File: src/rtl/wts_channel_mixer.sv
// wts_channel_mixer: time-multiplexed 5-channel volume/noise mixer with a saturating 15-bit accumulator.
// Optional feature macro WTS_MIXER_NOISE_EN: when defined, each slot's sample is gated by noise0 & noise1.
module wts_channel_mixer (
    input  logic        clk,
    input  logic        nreset,
    input  logic [2:0]  active,
    input  logic        noise0,
    input  logic        noise1,
    input  logic [7:0]  wave_sample,
    input  logic [3:0]  reg_volume_a,
    input  logic [3:0]  reg_volume_b,
    input  logic [3:0]  reg_volume_c,
    input  logic [3:0]  reg_volume_d,
    input  logic [3:0]  reg_volume_e,
    output logic [11:0] mixed_out,
    output logic        mixed_valid
);

    typedef struct packed {
        logic signed [11:0] p;
        logic               valid;
        logic               flush;
    } prod_t;

    localparam logic signed [15:0] ACC_MAX = 16'sd16383;
    localparam logic signed [15:0] ACC_MIN = -16'sd16384;
    localparam logic signed [12:0] OUT_MAX = 13'sd2047;
    localparam logic signed [12:0] OUT_MIN = -13'sd2048;

    prod_t              stage1, stage1_next;
    logic [3:0]         vol_sel;
    logic               gate;
    logic signed [11:0] s_ext;
    logic signed [11:0] vol_ext;

    logic signed [14:0] acc;
    logic signed [15:0] acc_sum;
    logic signed [14:0] acc_sat;
    logic signed [12:0] acc_shr;
    logic signed [11:0] flush_val;

    always_comb begin
        vol_sel = 4'd0;
        case (active)
            3'd0:    vol_sel = reg_volume_a;
            3'd1:    vol_sel = reg_volume_b;
            3'd2:    vol_sel = reg_volume_c;
            3'd3:    vol_sel = reg_volume_d;
            3'd4:    vol_sel = reg_volume_e;
            default: vol_sel = 4'd0;
        endcase
    end

`ifdef WTS_MIXER_NOISE_EN
    assign gate = noise0 & noise1;
`else
    logic unused_noise;
    assign unused_noise = noise0 ^ noise1;
    assign gate = 1'b1;
`endif

    // 12-bit product is exact: |s * vol| <= 128 * 15 fits in signed 12 bits.
    always_comb begin
        stage1_next = '0;
        s_ext       = gate ? {{4{wave_sample[7]}}, wave_sample} : 12'sd0;
        vol_ext     = {8'd0, vol_sel};
        if (active <= 3'd4) begin
            stage1_next.p     = s_ext * vol_ext;
            stage1_next.valid = 1'b1;
        end else if (active == 3'd5) begin
            stage1_next.flush = 1'b1;
        end
    end

    always_ff @(posedge clk) begin
        if (!nreset) stage1 <= '0;
        else         stage1 <= stage1_next;
    end

    always_comb begin
        acc_sum = {acc[14], acc} + {{4{stage1.p[11]}}, stage1.p};
        if (acc_sum > ACC_MAX)      acc_sat = ACC_MAX[14:0];
        else if (acc_sum < ACC_MIN) acc_sat = ACC_MIN[14:0];
        else                        acc_sat = acc_sum[14:0];
    end

    // Dropping the two LSBs of the signed accumulator is the arithmetic shift (floor).
    always_comb begin
        acc_shr = acc[14:2];
        if (acc_shr > OUT_MAX)      flush_val = OUT_MAX[11:0];
        else if (acc_shr < OUT_MIN) flush_val = OUT_MIN[11:0];
        else                        flush_val = acc_shr[11:0];
    end

    always_ff @(posedge clk) begin
        if (!nreset) begin
            acc         <= '0;
            mixed_out   <= '0;
            mixed_valid <= 1'b0;
        end else begin
            mixed_valid <= 1'b0;
            if (stage1.valid) acc <= acc_sat;
            if (stage1.flush) begin
                mixed_out   <= flush_val;
                acc         <= '0;
                mixed_valid <= 1'b1;
            end
        end
    end

endmodule

File: config.mk
export PLATFORM = sky130hd
export DESIGN_NAME = wts_channel_mixer
export DESIGN_NICKNAME = d
export VERILOG_FILES = /design/src/rtl/wts_channel_mixer.sv
export SDC_FILE = /design/constraint.sdc
export NUM_CORES = 1
export LEC_CHECK = 0
export BUFFER_PORTS_ARGS = -buffer_cell sky130_fd_sc_hd__buf_4
export CAP_MARGIN = 20
export CORE_MARGIN = 4
export CORE_UTILIZATION = 35
export CTS_BUF_LIST = sky130_fd_sc_hd__clkbuf_4
export CTS_CLUSTER_DIAMETER = 50
export DETAILED_ROUTE_END_ITERATION = 6
export SYNTH_ARGS = -nofsm -noshare
export SYNTH_HDL_FRONTEND = slang
export SYNTH_SLANG_ARGS = --single-unit
File: constraint.sdc
create_clock -name clk -period 5.2 [get_ports clk]
set_clock_uncertainty 0.15 [all_clocks]
set_input_delay 1.04 -clock clk [delete_from_list [all_inputs] [get_ports clk]]
set_output_delay 1.04 -clock clk [all_outputs]
set_load 0.005 [all_outputs]
==> flow_summary.ini <==
[run_status]
status = completed

[timing]
rsz0062_at_grt = false
hold_viol_final = 0
setup_viol_count_final = 0
slew_violations = 0
worst_pin_slew_ps = 1020
layout_min_cycle_time_ps = 4850
holdWs_ps = 363
fmax_ghz = 0.206
post-route-period-util_pct = 93.2
slew-limit-headroom_pct = 31.4

[place]
dp.cells = 571
detailedPlacementHpwl_mm = 5.67
io_buffers = 45
routabilityCongestion = 0.798

[clock_network]
clock_path_buffers = 2
clk_latency_ps = 350
clk_pin_slew_ps = 120
holdBufCountCts = 0
postCtsSetupRepairBufs = 0
cts_tree = done
cts_resized = 0
cts_root_buffer = clkbuf_4
cts_max_level = 2
cts.sinks = 42
cts_buffers = 5

[layout]
fin_cells = 578
diodes = 0
num-fill-cells = 1011
area_growth_pct = 15.3
drive_gt1_share_pct = 18.7
final_nets = 533

[synth]
synth.avg_cell_area_sq_um = 8.70
synthArstFlopShare_pct = 0
yosysSeqAreaShare_pct = 24.1
synth_cell_types = 55
synth-seq-cells = 42
synth_flop_cell = dfxtp_1
syn_nets = 489
synthesis.instances = 401
yosys_warnings = 0
synth-edff-count = 0
syn_area_sq_mm = 0.00349

[global_route]
grt_pass1_wl_mm = 11.8
antenna_found_initial = 0
grt_pass1_vias = 2620
overflow = 0
grt_max_degree = 19
grt_usage_pct = 12.1

[routing]
first_pass_iters = 4
vias = 2753
drt-wirelength-per-cell_um = 11.6
wl_mm = 6.71
drc = 0
drt_first_iter_violations = 90
drtAntennaViolNets = 0
via_per_inst = 4.76

[setup_path]
cp_slowest_cell = fa_1
r2r_cells = 9
cp_data_required_time_ps = 5290
critPathLaunchType = input port
critical_path_class = input port to register
worstPathCellList = buf_4 > mux2_2 > a22oi_1 > o22a_1 > nor2b_1 > ha_1 > inv_1 > fa_1 > fa_1 > inv_1 > ha_1 > nor2b_1 > o21ai_0 > a21boi_0 > o21ai_0 > a21boi_0 > xnor2_1 > nor2_1
critPathCaptureType = register
crit_path_end = stage1[12]
r2r-end = acc[0]
crit_path_max_fanout = 11
r2r_setup_slack_ps = 2370
timing.rr.start = stage1[2]
cp.arrival_ps = 4940
critical_path.startpoint = active[0]
max_stage_delay_ps = 540

[floorplanning]
coreArea_sq_mm = 0.00973
start_util_pct = 35.9
rows = 36
io_pins = 48
dieArea_sq_mm = 0.0116
dieHeight_um = 108
die_w_um = 108

[power]
leakage_nw = 1.84
p_int_mw = 0.613
ir_worst_vdd_v = 0.000104
p_clk_share_pct = 21.2
p_sw_mw = 0.309
combPwrFrac_pct = 38.8
seqPwrFrac_pct = 40.0
sw_frac_of_total_pct = 33.5
power_density_mw_per_mm2 = 229

[run]
max-cap-violations = 0

[min_path]
hp-class = register to register
worst max-delay path: cells and delay by family:
kind                     cells  cell delay, ps
buffers and inverters        3             250
adder cells (fa/ha/maj)      4            1610
AND/OR/NAND/NOR              3             310
multiplexers                 1             340
AO/OA/AOI/OAI                6            1230
XOR/XNOR                     1             150
layer usage:
layer / share of wire (%) / vias to the layer above / track usage (%)
li1: - / 1485 / -
met1: 50 / 1210 / 16.7
met2: 45 / 51 / 19.7
met3: 3.4 / 7 / 1.80
met4: 1.3 / 0 / 3.43
met5: 0 / - / 0
flip-flops by register name, indices dropped and copies added, names as in the netlist:
signal,cells
mixed_out,12
acc,15
mixed_valid,1
stage1,14
worst min-delay path by stage:
stage	start	endpoint	depth (start not counted)
6_report	mixed_out[3]	mixed_out[3]	2
5_1_grt	mixed_out[9]	mixed_out[9]	2
4_1_cts	mixed_out[4]	mixed_out[4]	2
3_5_place_dp	mixed_out[1]	mixed_out[1]	2
3_3_place_gp	mixed_out[7]	mixed_out[7]	2
2_1_floorplan	mixed_out[10]	mixed_out[10]	2
final cells by class:
| class | instances | area (sq um) | share of cell area [%] |
|---|---|---|---|
| inverters | 35 | 131 | 3.26 |
| repair buffers | 47 | 353 | 8.77 |
| clock buffers | 5 | 37.5 | 0.933 |
| flip-flops and latches | 42 | 841 | 20.9 |
| clock inverters | 2 | 33.8 | 0.839 |
| multi-input cells | 314 | 2460 | 61.2 |
| well taps | 133 | 166 | 4.13 |
cell usage after synthesis (3+ instances only):
cell type | count | share of area, %
o21ai_1 | 4 | 0.57
nor2_1 | 23 | 2.5
o211ai_1 | 3 | 0.65
mux2i_1 | 3 | 0.86
nor3_1 | 5 | 0.72
inv_1 | 35 | 3.8
ha_1 | 36 | 13
clkbuf_1 | 6 | 0.65
a211oi_1 | 3 | 0.65
nand2b_1 | 4 | 0.72
o21a_1 | 7 | 1.5
a21boi_0 | 3 | 0.65
and2_1 | 4 | 0.72
nand3_1 | 4 | 0.57
mux2_2 | 3 | 0.97
and3_1 | 8 | 1.4
o21bai_1 | 3 | 0.65
a21oi_1 | 28 | 4.0
a21oi_2 | 10 | 2.5
o21ai_0 | 38 | 5.4
a21o_2 | 3 | 0.75
nor2b_1 | 26 | 4.7
xnor2_1 | 13 | 3.3
xor2_1 | 5 | 1.3
fa_1 | 17 | 9.8
dfxtp_1 | 42 | 24
nand2_1 | 26 | 2.8
a22oi_1 | 5 | 1.1
cell usage in the layout, fill, tap and decap left out, drive strengths merged, types with 2 or more instances in the layout:
master	count
and2	4
nor2	23
o21bai	3
o2bb2ai	2
nor3b	2
ha	36
a21boi	4
inv	35
nor3	5
buf	47
nor2b	28
clkbuf	5
xor2	5
o21a	9
xnor2	13
a221oi	2
and3	8
a22oi	5
o211ai	3
fa	17
nand3	4
mux2i	4
nand2b	4
o22a	3
a211oi	4
mux2	3
a21o	5
a211o	3
a21oi	38
and2b	2
nand2	26
o21ai	42
or3	2
dfxtp	42
logic make-up after synthesis:
logic type | synth area share, %
flip-flops | 24.1
buffers and inverters | 5.34
multiplexers | 2.47
XOR/XNOR | 4.52
AND/OR/NAND/NOR | 16.2
adder cells (fa/ha/maj) | 22.7
AO/OA/AOI/OAI | 24.7
stage by stage:
| step | TNS (ps) | area (sq um) | power (mW) | worst slack, ps | utilization [%] |
|---|---|---|---|---|---|
| final | 0 | 4030 | 0.923 | 354 | 41.4 |
| after global routing | 0 | 4030 | 1.00 | 10.9 | 41.4 |
| after CTS | 0 | 4030 | 0.934 | 352 | 41.4 |
| after detailed placement | -33.7 | 3950 | 0.734 | -20.9 | 40.6 |
| after global placement | 0 | 3950 | 0.728 | 70.8 | 40.6 |
| after floorplan | 0 | 3490 | 0.652 | 268 | - |
power groups by stage:
stage | Combinational (mW) | Clock [mW] | Sequential [mW]
floorplan | 0.284 | 0 | 0.369
global placement | 0.352 | 0 | 0.376
detailed placement | 0.358 | 0 | 0.376
CTS | 0.361 | 0.204 | 0.369
global route | 0.412 | 0.215 | 0.374
finish | 0.358 | 0.196 | 0.369
Note: power is estimated with default switching activity, not from simulation.
